### src/rtl/sv32_ptw_walker.sv
// ---------------------------------------------------------------------------
// sv32_ptw_walker
// Sv32 two-level hardware page-table walker. Takes one TLB miss at a time,
// reads the level-1 PTE (and the level-0 PTE when level 1 is a pointer) over
// a single-outstanding memory port, then pulses either a TLB update or a
// fault for exactly one cycle.
//
// Ports
//   clk_i, rst_ni        clock, asynchronous active-low reset
//   flush_i              abort the current walk; the aborted walk reports nothing
//   miss_*               miss request (valid/ready, vaddr, asid, root ppn)
//   mem_req_*            PTE read request (valid/ready, 34-bit physical address)
//   mem_rsp_*            PTE read response (valid, data, bus error)
//   update_o             {valid, is_4M, vpn[19:0], asid[8:0], pte[31:0]}
//   fault_o              one-cycle page/access fault pulse
//   busy_o               walk in progress
//
// state   | meaning
// IDLE    | ready for a miss (also during the update/fault pulse cycle)
// L1_REQ  | level-1 PTE request presented
// L1_WAIT | waiting for level-1 PTE
// L0_REQ  | level-0 PTE request presented
// L0_WAIT | waiting for level-0 PTE
// DRAIN   | walk aborted after its request went out; swallow one response
// ---------------------------------------------------------------------------
module sv32_ptw_walker #(
  parameter int ASID_WIDTH = 9
) (
  input  logic                  clk_i,
  input  logic                  rst_ni,
  input  logic                  flush_i,
  input  logic                  miss_valid_i,
  output logic                  miss_ready_o,
  input  logic [31:0]           miss_vaddr_i,
  input  logic [ASID_WIDTH-1:0] miss_asid_i,
  input  logic [21:0]           satp_ppn_i,
  output logic                  mem_req_valid_o,
  input  logic                  mem_req_ready_i,
  output logic [33:0]           mem_req_addr_o,
  input  logic                  mem_rsp_valid_i,
  input  logic [31:0]           mem_rsp_data_i,
  input  logic                  mem_rsp_err_i,
  output logic [62:0]           update_o,
  output logic                  fault_o,
  output logic                  busy_o
);

  typedef enum logic [2:0] {
    S_IDLE, S_L1_REQ, S_L1_WAIT, S_L0_REQ, S_L0_WAIT, S_DRAIN
  } state_e;

  state_e                  state_q, state_d;
  logic [19:0]             vpn_q, vpn_d;
  logic [ASID_WIDTH-1:0]   asid_q, asid_d;
  logic [21:0]             root_q, root_d;
  logic [21:0]             ppn_q, ppn_d;
  logic [62:0]             update_q, update_d;
  logic                    fault_q, fault_d;

  logic [8:0]              asid_ext;
  logic                    pte_v, pte_r, pte_w, pte_x;
  logic                    pte_bad, pte_leaf;
  logic                    unused_vaddr_lo;

  assign asid_ext        = 9'(asid_q);
  assign unused_vaddr_lo = ^miss_vaddr_i[11:0];

  assign pte_v    = mem_rsp_data_i[0];
  assign pte_r    = mem_rsp_data_i[1];
  assign pte_w    = mem_rsp_data_i[2];
  assign pte_x    = mem_rsp_data_i[3];
  // Bus error, not valid, or the reserved W-without-R encoding.
  assign pte_bad  = mem_rsp_err_i | ~pte_v | (~pte_r & pte_w);
  assign pte_leaf = pte_r | pte_x;

  always_ff @(posedge clk_i or negedge rst_ni) begin
    if (!rst_ni) begin
      state_q  <= S_IDLE;
      vpn_q    <= '0;
      asid_q   <= '0;
      root_q   <= '0;
      ppn_q    <= '0;
      update_q <= '0;
      fault_q  <= 1'b0;
    end else begin
      state_q  <= state_d;
      vpn_q    <= vpn_d;
      asid_q   <= asid_d;
      root_q   <= root_d;
      ppn_q    <= ppn_d;
      update_q <= update_d;
      fault_q  <= fault_d;
    end
  end

  always_comb begin
    state_d  = state_q;
    vpn_d    = vpn_q;
    asid_d   = asid_q;
    root_d   = root_q;
    ppn_d    = ppn_q;
    update_d = '0;
    fault_d  = 1'b0;

    unique case (state_q)
      S_IDLE: begin
        if (miss_valid_i && !flush_i) begin
          vpn_d   = miss_vaddr_i[31:12];
          asid_d  = miss_asid_i;
          root_d  = satp_ppn_i;
          state_d = S_L1_REQ;
        end
      end
      S_L1_REQ, S_L0_REQ: begin
        // A flush on the handshake cycle still leaves a response in flight.
        if (flush_i) begin
          state_d = mem_req_ready_i ? S_DRAIN : S_IDLE;
        end else if (mem_req_ready_i) begin
          state_d = (state_q == S_L1_REQ) ? S_L1_WAIT : S_L0_WAIT;
        end
      end
      S_L1_WAIT: begin
        if (mem_rsp_valid_i) begin
          state_d = S_IDLE;
          if (flush_i) begin
            state_d = S_IDLE;
          end else if (pte_bad) begin
            fault_d = 1'b1;
          end else if (pte_leaf) begin
            // A 4M leaf must have PPN[0] clear.
            if (mem_rsp_data_i[19:10] != 10'd0) begin
              fault_d = 1'b1;
            end else begin
              update_d = {1'b1, 1'b1, vpn_q, asid_ext, mem_rsp_data_i};
            end
          end else begin
            ppn_d   = mem_rsp_data_i[31:10];
            state_d = S_L0_REQ;
          end
        end else if (flush_i) begin
          state_d = S_DRAIN;
        end
      end
      S_L0_WAIT: begin
        if (mem_rsp_valid_i) begin
          state_d = S_IDLE;
          if (flush_i) begin
            state_d = S_IDLE;
          end else if (pte_bad || !pte_leaf) begin
            fault_d = 1'b1;
          end else begin
            update_d = {1'b1, 1'b0, vpn_q, asid_ext, mem_rsp_data_i};
          end
        end else if (flush_i) begin
          state_d = S_DRAIN;
        end
      end
      S_DRAIN: begin
        if (mem_rsp_valid_i) begin
          state_d = S_IDLE;
        end
      end
      default: state_d = S_IDLE;
    endcase
  end

  always_comb begin
    mem_req_addr_o = '0;
    if (state_q == S_L1_REQ) begin
      mem_req_addr_o = {root_q, vpn_q[19:10], 2'b00};
    end else if (state_q == S_L0_REQ) begin
      mem_req_addr_o = {ppn_q, vpn_q[9:0], 2'b00};
    end
  end

  assign mem_req_valid_o = (state_q == S_L1_REQ) || (state_q == S_L0_REQ);
  assign miss_ready_o    = (state_q == S_IDLE);
  assign busy_o          = (state_q != S_IDLE);
  assign update_o        = update_q;
  assign fault_o         = fault_q;

endmodule

### config.mk
export PLATFORM = sky130hd
export DESIGN_NAME = sv32_ptw_walker
export DESIGN_NICKNAME = d
export VERILOG_FILES = /design/src/rtl/sv32_ptw_walker.sv
export SDC_FILE = /design/constraint.sdc
export NUM_CORES = 1
export LEC_CHECK = 0
export ABC_AREA = 1
export CORE_MARGIN = 3
export CORE_UTILIZATION = 40
export DETAILED_ROUTE_END_ITERATION = 10
export PLACE_DENSITY = 0.72
export RECOVER_POWER = 50
export SLEW_MARGIN = 20
export SYNTH_ARGS = -nofsm -noshare
export SYNTH_HDL_FRONTEND = slang
export SYNTH_SLANG_ARGS = --single-unit
### constraint.sdc
create_clock -name clk_i -period 3.7 [get_ports clk_i]
set_input_delay 0.74 -clock clk_i [delete_from_list [all_inputs] [get_ports clk_i]]
set_output_delay 0.74 -clock clk_i [all_outputs]
set_load 0.03 [all_outputs]
### Word-level counts from Yosys, hierarchy flattened

Index checks and enable logic that the tools add are counted.

| operators by class | value |
|---|---|
| eq/ne operators | 8 |
| mux-type cells | 33 |
| bitwise gates (word level) | 9 |
| reduce and logical (&&, ||, !) cells | 12 |

Operators by type and width:

| cell | number |
|---|---|
| two-way mux 63 bit | 8 |
| one-hot mux 63 bit (2 select lines) | 1 |
| two-way mux 34 bit | 2 |
| two-way mux 3 bit | 9 |
| one-hot mux 3 bit (5 select lines) | 1 |
| nonzero test 10 bit | 1 |
| two-way mux 1 bit | 8 |
| equality test 3 x 2 -> 1 bit, second input constant | 2 |
| equality test 3 bit, second input constant | 2 |
| two-way mux 2 bit | 3 |
| inverter 1 bit | 5 |
| AND reduction 5 bit | 1 |
| equality test 3 x 1 -> 1 bit, second input constant | 1 |
| zero test 3 bit | 1 |
| inequality test 3 bit, second input constant | 1 |
| bitwise OR 1 bit | 3 |
| AND reduction 3 bit | 1 |
| nonzero test 3 bit | 1 |
| zero test 1 bit | 2 |
| logical OR 1 bit | 2 |
| inequality test 2 x 1 -> 1 bit, second input constant | 1 |
| inequality test 2 bit, second input constant | 1 |
| one-hot mux 1 bit (2 select lines) | 1 |
| AND reduction 2 bit | 1 |
| other kinds (3) | 3 |

| storage, ports and cells | value |
|---|---|
| bits in registers | 140 |
| input bits | 102 |
| output and inout port bits | 101 |
| word-level logic and storage cells | 69 |

### Longest topological paths before layout

Gate-level depths: netlist of the first run.

| depth | value |
|---|---|
| depth in word-level cells | 8 |
| depth in mapped cells | 10 |
| depth with buffers taken out | 9 |

### Worst setup path after synthesis of the first run

No wires, ideal clock.

| path | value |
|---|---|
| path kind | flip-flop to output port |
| from | register state_q[1] |
| to | output mem_req_addr_o[10] |
| data arrival time | 1623 ps |
| data required time | 2960 ps |
| path slack | 1337 ps |
| cell stages (with the launch flop) | 6 |
| path buffers | 1 |
| cells stage by stage | dfrtp_1 -> inv_1 -> nor2_1 -> buf_2 -> nand2_1 -> o21ai_0 |

| between the ends | value |
|---|---|
| longest elaborated chain between the ends | 3 |
| elaborated cells between the ends (all ways) | 4 |
| those cells by class | eq/ne (2); mux (2) |

RTL lines:

| item | line | text |
|---|---|---|
| from (decl) | 52 | `state_e state_q, state_d;` |
| from (signal assigned) | 86 | `state_q <= state_d;` |
| equality test 3 x 2 -> 1 bit | 171 | `end else if (state_q == S_L0_REQ) begin` |
| two-way mux 34 bit | 171 |  |
| two-way mux 34 bit (*) | 169 | `if (state_q == S_L1_REQ) begin` |
| to (decl) | 39 | `output logic [33:0] mem_req_addr_o,` |

Every way passes the cells marked *; elsewhere a longest branch is shown, timed or not.

### Worst setup path after layout of the first run

| path | value |
|---|---|
| from | register state_q[0] |
| to | output mem_req_addr_o[27] |

The elaborated chain is that of the path after synthesis.

==> reports/metrics.cfg, run 1 <==
[run_status]
status=complete, but fails checks
failing_checks=max-capacitance violations, max-slew violations

[synthesis]
synth_largest_type_area_fraction_pct=60.1
async_flop_share_pct=100
yosys.cell_count.top_type=nand2_1
yosysSeqAreaShare_pct=60.1
synth_top_cell_by_area=dfrtp_1
synth_cells=622
synthesis.area_um2=5830
netlist_top_cells_count=nand2_1 (182), dfrtp_1 (140), nand3_1 (63), nor2_1 (62), inv_1 (35)
synth.ff_latch_count=140
syn-mean-instance-area_um2=9.37
yosys-top-cells-area=dfrtp_1 (60%), nand2_1 (12%), nand3_1 (5.4%), a32o_1 (4.6%), nor2_1 (4.0%)
yosys_warnings=0
yosysUniqueCellTypes=28
most_used_flip_flop_cell_after_synthesis=dfrtp_1
synth_enable_flop_cells=0

[job]
max_cap_violations=1

[cells_and_area]
areaGrowthSynthToFinish_pct=43.6
diodes=0
drive_gt1_share_pct=13.4
utilization_pct=59.6
area_of_all_placed_cells_without_fillers_um2=8370
fillCellCount=1181
design.final.nets=904

[placement]
dpl.hpwl_um=11300
place.gp.congestion=0.825
dpl-instance-area_um2=7770
io_buffer_count=188

[clocking]
cts_inserted_buffers=17
cts_hold_buffers=0
tritoncts=yes
htree_num_levels=4
number_of_clock_sinks=140
post-cts-setup-buffer-count=0
post_cts_resize_count=0
clock-root-buffer=clkbuf_16
worst_skew_pair.late_latency_ns=0.42
clk_path_buf_depth=2
clkSlewWorstSetupHoldPaths_ns=0.05

[worst_hold_path]
worst_min_path_class=reg -> reg

[pwr]
switchingPower_mw=2.24
leakage_nw=4.20
clock_power_share_pct=30.2
maximum_vdd_ir_drop_uv=309
p_int_mw=3.70
sw_frac_of_total_pct=37.7
power.total_mw=5.94
power.density_nw_per_um2=710
power_frac_comb_pct=35.2
sequentialPowerShare_pct=34.6

[routing]
post_dr_wirelength_cell_um=16.7
route.detailed.drc=0
antenna_violating_nets_post_route=0
drt-pass1-iter-count=5
drt_iter0_markers=339
routed-via-count=5024
routed_wl_um=16700
detail_route.vias_per_cell=5.05

[sta]
finClkSkew_ns=0.00915
setup_viol_count_final=0
fin_worst_hold_slack_ns=0.470
maxSlewViolCount=77
finalWorstPathRequiredPeriod_ns=3.31
rsz0062_at_grt=false
max-slew-margin-rel_pct=-24.8
clock.fmax_mhz=302
post-route-period-util_pct=89.4
worstMarginPinSlew_ns=1.87
hold_viol=0
setup_total_negative_slack_ns=0

[global_routing]
initial_antenna_violation_count=0
track_usage_pct=21.3
grt_start_max_net_pins=77
grt_overflow_total=0
first_global_vias=5166
grt_first_pass_wirelength_um=26700

[worst_setup_path]
cp-end-kind=output pin
worst_ep_arrival_time_ns=2.57
type_of_the_setup_path_with_the_least_slack=reg -> out
crit_path_max_fanout=19
timing.critical_path.slowest_stage_cell=clkbuf_1
crit_chain=clkbuf_1 -> a32o_1 -> buf_12
worstSetupStartpointType=register
critical_path.max_stage_delay_ns=0.83
worst-endpoint-required_ns=2.96

[die]
initial_core_util_pct=41.5
floorplan.die.width_um=127
die_h_um=127
design.die.area_um2=16100
io-pin-count=203
row_count=43
core-area_um2=14000

## layout by cell type (no fill, tap or decap), drive strengths merged, types with 22 or more instances in the layout
master,n
o21ai,22
dfrtp,140
buf,42
clkdlybuf4s50,111
nand3,64
dlygate4sd3,44
nor2,83
nand2,185
clkbuf,25
a32o,27
inv,42
## power groups by stage
stage	registers, mW	logic, mW	clock network [mW]
floorplan	2.00	1.37	0
global placement	2.06	2.05	0
detailed placement	2.08	2.10	0
CTS	2.05	2.11	1.83
global route	2.10	2.26	1.91
finish	2.06	2.09	1.80
## kinds of logic after synthesis
logic type             Yosys count  synth area share (%)
AO/OA/AOI/OAI                   61                  7.58
other                            1                0.0643
flip-flops                     140                  60.1
buffers and inverters           84                  6.78
AND/OR/NAND/NOR                336                  25.5
## routing by layer
| metal | global-route usage, % | routed length [um] |
|---|---|---|
| met1 | 27.0 | 6930 |
| met3 | 8.42 | 1730 |
| met5 | 0 | 0 |
| met2 | 33.4 | 7720 |
| met4 | 7.07 | 284 |
## worst max-delay path, delay by kind of cell (launching register included)
kind / cells / cell delay (ns)
buffers and inverters: 2 / 0.97
AO/OA/AOI/OAI: 1 / 0.39
flip-flops: 1 / 0.79
## worst paths after layout
path | from | to | slack [ns] | cells after the start
worst max-delay path | state_q[0]$_DFFE_PN0P_ | mem_req_addr_o[27] | 0.39 | 3
worst min-delay path | asid_ext[4]$_DFFE_PN0P_ | asid_ext[4]$_DFFE_PN0P_ | 0.47 | 2
worst max register to register | state_q[0]$_DFFE_PN0P_ | update_o[51]$_DFF_PN0_ | 0.48 | 8
worst min register to register | asid_ext[4]$_DFFE_PN0P_ | asid_ext[4]$_DFFE_PN0P_ | 0.47 | 2
max in group asynchronous | rst_ni | update_o[45]$_DFF_PN0_ | 1.03 | 2
min in group asynchronous | rst_ni | asid_ext[5]$_DFFE_PN0P_ | 0.81 | 1
## state kept, by name, indices dropped and copies added, names as in the netlist
name / flops
update_o: 63
ppn_q: 22
root_q: 22
vpn_q: 20
asid_ext: 9
state_q: 3
fault_o: 1
## final cells by class
cell class	instances	area, um^2	area share (%)
Sequential cell	140	3500	41.8
Multi-Input combinational cell	399	1950	23.2
Timing Repair Buffer	201	1910	22.8
Clock buffer	21	460	5.50
Tap cell	180	225	2.69
Clock inverter	11	166	1.99
Inverter	43	163	1.94
## metrics by stage
stage                     worst slack (ns)  std cells
final                                0.391        995
after global routing                 0.288        995
after CTS                            0.557        995
after detailed placement             0.876        963
after global placement               0.990        963
after floorplan                       1.34        623
(Power assumes the default switching activity.)
==> run 2, diff against run 1 <==
--- a/config.mk
+++ b/config.mk
@@ -9,7 +9,7 @@
 export CORE_MARGIN = 3
 export CORE_UTILIZATION = 40
 export DETAILED_ROUTE_END_ITERATION = 10
-export PLACE_DENSITY = 0.72
+export PLACE_DENSITY = 0.75
 export RECOVER_POWER = 50
 export SLEW_MARGIN = 20
 export SYNTH_ARGS = -nofsm -noshare
==> constraint.sdc (replaced) <==
create_clock -name clk_i -period 3 [get_ports clk_i]
set_input_delay 0.6 -clock clk_i [delete_from_list [all_inputs] [get_ports clk_i]]
set_output_delay 0.6 -clock clk_i [all_outputs]
set_load 0.03 [all_outputs]
==> run 2 against run 1 <==
The flow finishes with violations (max-capacitance violations). Cell area decreased by 0.78%. Clock skew decreased by 0.0021 ns. Clock power increased by 3%. Critical path depth increased by 3. Critical path type unchanged. Critical endpoint is now mem_req_addr_o[11]. Largest cell class unchanged.
==> reports/metrics.cfg, run 2 (same netlist as run 1, synthesis figures left out) <==
[run_status]
status=complete, but fails checks
failing_checks=max-capacitance violations

[die]
core-area_um2=14000
floorplan.die.width_um=127
die_h_um=127
row_count=43
io-pin-count=203
initial_core_util_pct=41.5
design.die.area_um2=16100

[clocking]
tritoncts=yes
worst_skew_pair.late_latency_ns=0.42
clkSlewWorstSetupHoldPaths_ns=0.06
clock-root-buffer=clkbuf_16
post_cts_resize_count=0
cts_inserted_buffers=17
cts_hold_buffers=0
post-cts-setup-buffer-count=0
number_of_clock_sinks=140
clk_path_buf_depth=2
htree_num_levels=4

[global_routing]
track_usage_pct=20.7
grt_overflow_total=0
initial_antenna_violation_count=0
first_global_vias=4984
grt_start_max_net_pins=58
grt_first_pass_wirelength_um=26200

[pwr]
switchingPower_mw=2.76
power.total_mw=6.96
leakage_nw=4.05
power_frac_comb_pct=37.1
clock_power_share_pct=26.8
p_int_mw=4.21
maximum_vdd_ir_drop_uv=391
sw_frac_of_total_pct=39.6
power.density_nw_per_um2=838
sequentialPowerShare_pct=36.2

[worst_setup_path]
critical_path.startpoint=state_q[1]$_DFFE_PN0P_
cp-end-kind=output pin
worst-endpoint-required_ns=2.40
regToRegEndpoint=vpn_q[10]$_DFFE_PN0P_
reg2reg_slack_ns=0.69
worst_ep_arrival_time_ns=1.97
regToRegStartpoint=state_q[1]$_DFFE_PN0P_
worstRegToRegCells=7
crit_path_max_fanout=18
worstSetupStartpointType=register
type_of_the_setup_path_with_the_least_slack=reg -> out

[placement]
dpl.hpwl_um=11100
dpl-instance-area_um2=7800
io_buffer_count=188
placed_cells=963
place.gp.congestion=0.820

[routing]
route.detailed.drc=0
post_dr_wirelength_cell_um=16.4
drt-pass1-iter-count=7
detail_route.vias_per_cell=5.00
routed-via-count=4976
routed_wl_um=16300
antenna_violating_nets_post_route=0
drt_iter0_markers=544

[worst_hold_path]
worst_min_path_class=reg -> reg
hold_path_origin=asid_ext[4]$_DFFE_PN0P_
holdPathStages=2
timing.hold.worst_endpoint=asid_ext[4]$_DFFE_PN0P_

[sta]
finalWorstPathRequiredPeriod_ns=2.57
setup_viol_count_final=0
hold_viol=0
rsz0062_at_grt=false
fin_worst_hold_slack_ns=0.470
setup_total_negative_slack_ns=0
max-slew-margin-rel_pct=0.0954
finClkSkew_ns=0.00705
post-route-period-util_pct=85.7
maxSlewViolCount=0
worstMarginPinSlew_ns=1.50
clock.fmax_mhz=389

[cells_and_area]
largest_reg_flops=63
diodes=0
areaGrowthSynthToFinish_pct=42.5
area_of_all_placed_cells_without_fillers_um2=8310
most_common_library_cell_in_the_layout_ignoring_fill_and_taps=nand2_1
drive_gt1_share_pct=13.3
mostFrequentLayoutCells=nand2_1 (182), clkdlybuf4s50_1 (145), dfrtp_1 (140)
design.final.nets=904
finish.cell_count_without_fillers=995

[job]
max_cap_violations=1

-- run 2: cell count changes in the layout (fill, tap and decap cells not counted), moves of 3 or more --
cell / before / now
bufinv_16: 4 / 0
o21ai_0: 14 / 18
o21ai_1: 8 / 4
dlygate4sd3_1: 44 / 8
clkdlybuf4s50_1: 111 / 145
buf_12: 2 / 5
-- run 2: power groups by stage --
stage	clock (mW)	sequential, mW	combinational (mW)
2_1_floorplan	0	2.46	1.68
3_3_place_gp	0	2.53	2.56
3_5_place_dp	0	2.54	2.61
4_1_cts	1.90	2.51	2.62
5_1_grt	1.99	2.56	2.82
6_report	1.86	2.52	2.58
-- run 2: per-stage QoR --
step | worst slack [ns] | utilization (%)
floorplan | 0.777 | -
global placement | 0.622 | 55.6
detailed placement | 0.587 | 55.6
CTS | 0.429 | 59.4
global route | 0.286 | 59.2
finish | 0.428 | 59.2
-- run 2: worst max-delay path: stages, from the launching register on --
cell and delay, ns:
dfrtp_1 0.48, inv_1 0.13, nor2_2 0.13, buf_4 0.27, nand2_1 0.14, o22ai_1 0.21, buf_4 0.20
-- run 2: metal layers --
| layer | GRT usage [%] | share of wire (%) |
|---|---|---|
| met5 | 0 | 0 |
| met2 | 34.3 | 49 |
| met4 | 7.13 | 1.8 |
| met3 | 5.43 | 7.7 |
| met1 | 26.5 | 41 |
-- run 2: cell type report --
cell class | instances | area [um^2]
clock inverters | 13 | 96.3
flip-flops and latches | 140 | 3500
clock buffers | 19 | 433
repair buffers | 201 | 1940
inverters | 43 | 163
fillers | 1235 | 5740
multi-input cells | 399 | 1950
well taps | 180 | 225
-- run 2: worst max path at each step --
stage	endpoint	slack [ns]	cells past startpoint
6_report	mem_req_addr_o[11]	0.43	6
5_1_grt	mem_req_addr_o[10]	0.29	6
4_1_cts	mem_req_addr_o[11]	0.43	6
3_5_place_dp	state_q[0]$_DFFE_PN0P_	0.59	7
3_3_place_gp	state_q[0]$_DFFE_PN0P_	0.62	7
2_1_floorplan	mem_req_addr_o[10]	0.78	5
==> run 3, diff against run 2 <==
--- a/config.mk
+++ b/config.mk
@@ -7,9 +7,8 @@
 export LEC_CHECK = 0
 export ABC_AREA = 1
 export CORE_MARGIN = 3
-export CORE_UTILIZATION = 40
+export CORE_UTILIZATION = 31
 export DETAILED_ROUTE_END_ITERATION = 10
-export PLACE_DENSITY = 0.75
 export RECOVER_POWER = 50
 export SLEW_MARGIN = 20
 export SYNTH_ARGS = -nofsm -noshare
==> run 3 against run 2 <==
The run ends with max-capacitance violations, max-slew violations left. First-iteration DRC count is 60% lower. Combinational power up 2%. Register-to-register slack got worse by 0.12 ns. Global-route usage shrank 3.6 points. Non-clock buffer count up 5. Cell area rose by 2.0%. Sequential cell count is the same. Critical path depth unchanged.
==> reports/metrics.cfg, run 3 (same netlist as run 1, synthesis figures left out) <==
[clocking]
worst_skew_pair.late_latency_ns=0.42
htree_num_levels=4
clk_path_buf_depth=2
cts_hold_buffers=0
clkSlewWorstSetupHoldPaths_ns=0.07
post_cts_resize_count=0
tritoncts=yes
post-cts-setup-buffer-count=0
clock-root-buffer=clkbuf_16
cts_inserted_buffers=17
number_of_clock_sinks=140

[cells_and_area]
design.final.nets=909
mostFrequentLayoutCells=nand2_1 (182), clkdlybuf4s50_1 (152), dfrtp_1 (140)
largest_reg_flops=63
diodes=0
fillCellCount=1733
drive_gt1_share_pct=14.1
areaGrowthSynthToFinish_pct=45.3
most_common_library_cell_in_the_layout_ignoring_fill_and_taps=nand2_1

[worst_setup_path]
crit_path_max_fanout=17
type_of_the_setup_path_with_the_least_slack=reg -> out
crit_chain=buf_4 -> nand2_1 -> nor2_4 -> buf_12 -> a32o_1 -> buf_4
timing.critical_path.slowest_stage_cell=nor2_4
most_common_cell_type_on_the_critical_path=buf_4
worstSetupStartpointType=register
worst-endpoint-required_ns=2.40
worst_ep_arrival_time_ns=2.15
cp-end-kind=output pin
critical_path.max_stage_delay_ns=0.44

[routing]
routed-via-count=4834
detail_route.vias_per_cell=4.61
antenna_violating_nets_post_route=0
routed_wl_um=17100
post_dr_wirelength_cell_um=16.3
drt_iter0_markers=218
drt-pass1-iter-count=4
route.detailed.drc=0

[global_routing]
initial_antenna_violation_count=0
grt_overflow_total=0
first_global_vias=4930
grt_first_pass_wirelength_um=27300
grt_start_max_net_pins=67
track_usage_pct=17.2

[placement]
dp_slack_ns=0.469
io_buffer_count=188
dpl.hpwl_um=11600
place.gp.congestion=0.791

[pwr]
power.density_nw_per_um2=864
maximum_vdd_ir_drop_uv=421
leakage_nw=4.09

[run_status]
failing_checks=max-capacitance violations, max-slew violations
status=complete, but fails checks

[sta]
post-route-period-util_pct=91.5
worstMarginPinSlew_ns=2.15
max-slew-margin-rel_pct=-43.4
hold_viol=0
finalWorstPathRequiredPeriod_ns=2.75
finClkSkew_ns=0.00451
setup_total_negative_slack_ns=0
setup_viol_count_final=0
maxSlewViolCount=48
clock.fmax_mhz=364
rsz0062_at_grt=false
fin_ws_ns=0.255

[die]
floorplan.die.width_um=143
design.die.area_um2=20500
core-area_um2=18200
io-pin-count=203
die_h_um=143
row_count=49
initial_core_util_pct=32.0

[job]
max_cap_violations=1

[worst_hold_path]
worst_min_path_class=reg -> reg

run 3: cell count changes in the layout (fill, tap and decap cells not counted), sizes merged, moves of 2 or more:
cell	before	now
bufinv	0	2
inv	44	50
clkdlybuf4s50	145	152
clkinv	7	4
dlygate4sd3	8	1
clkinvlp	5	1
buf	44	48
run 3: cell type report:
type                            instances  area [um^2]  share of cell area (%)
Multi-Input combinational cell        399         1950                    23.0
Sequential cell                       140         3500                    41.3
Clock inverter                         14          171                    2.02
Clock buffer                           18          439                    5.18
Timing Repair Buffer                  206         1960                    23.2
Tap cell                              229          287                    3.38
Inverter                               43          163                    1.92
run 3: per-stage QoR:
stage | area [um^2] | power [mW] | instances | utilization (%) | hold slack [ns]
2_1_floorplan | 5830 | 4.15 | 623 | - | 0.304
3_3_place_gp | 7900 | 5.19 | 1017 | 43.4 | 0.455
3_5_place_dp | 7900 | 5.20 | 1017 | 43.4 | 0.459
4_1_cts | 8510 | 7.44 | 1049 | 46.7 | 0.106
5_1_grt | 8470 | 7.77 | 1049 | 46.5 | 0.490
6_report | 8470 | 7.33 | 1049 | 46.5 | 0.469
run 3: path summary, 6_finish.rpt:
check,start,to,slack (ns),cells after the start
max,state_q[0]$_DFFE_PN0P_,mem_req_addr_o[30],0.25,6
min,asid_ext[3]$_DFFE_PN0P_,asid_ext[3]$_DFFE_PN0P_,0.47,2
max reg2reg,state_q[0]$_DFFE_PN0P_,root_q[14]$_DFFE_PN0P_,0.57,8
min reg2reg,asid_ext[3]$_DFFE_PN0P_,asid_ext[3]$_DFFE_PN0P_,0.47,2
max in group asynchronous,rst_ni,ppn_q[16]$_DFFE_PN0P_,0.55,2
min in group asynchronous,rst_ni,vpn_q[8]$_DFFE_PN0P_,0.94,1
run 3: critical path, delay by kind of cell, from the launching register on:
kind | cells | cell delay (ns)
compound gates | 1 | 0.16
buf+inv | 3 | 0.61
flops | 1 | 0.34
simple gates | 2 | 0.61
run 3: per-layer routing:
metal | routed length (um) | track usage [%] | up-vias | share of wire, %
met4 | 196 | 5.40 | 0 | 1.1
met5 | 0 | 0 | - | 0
met1 | 7570 | 22.6 | 2284 | 44
met2 | 8070 | 27.3 | 165 | 47
li1 | - | - | 2369 | -
met3 | 1250 | 5.12 | 16 | 7.3
run 3: power breakdown:
| group | internal, mW | total (mW) | switching [mW] |
|---|---|---|---|
| Clock | 1.28 | 2.19 | 0.913 |
| Combinational | 0.900 | 2.64 | 1.74 |
| Sequential | 2.26 | 2.49 | 0.229 |
| Total | 4.44 | 7.33 | 2.88 |
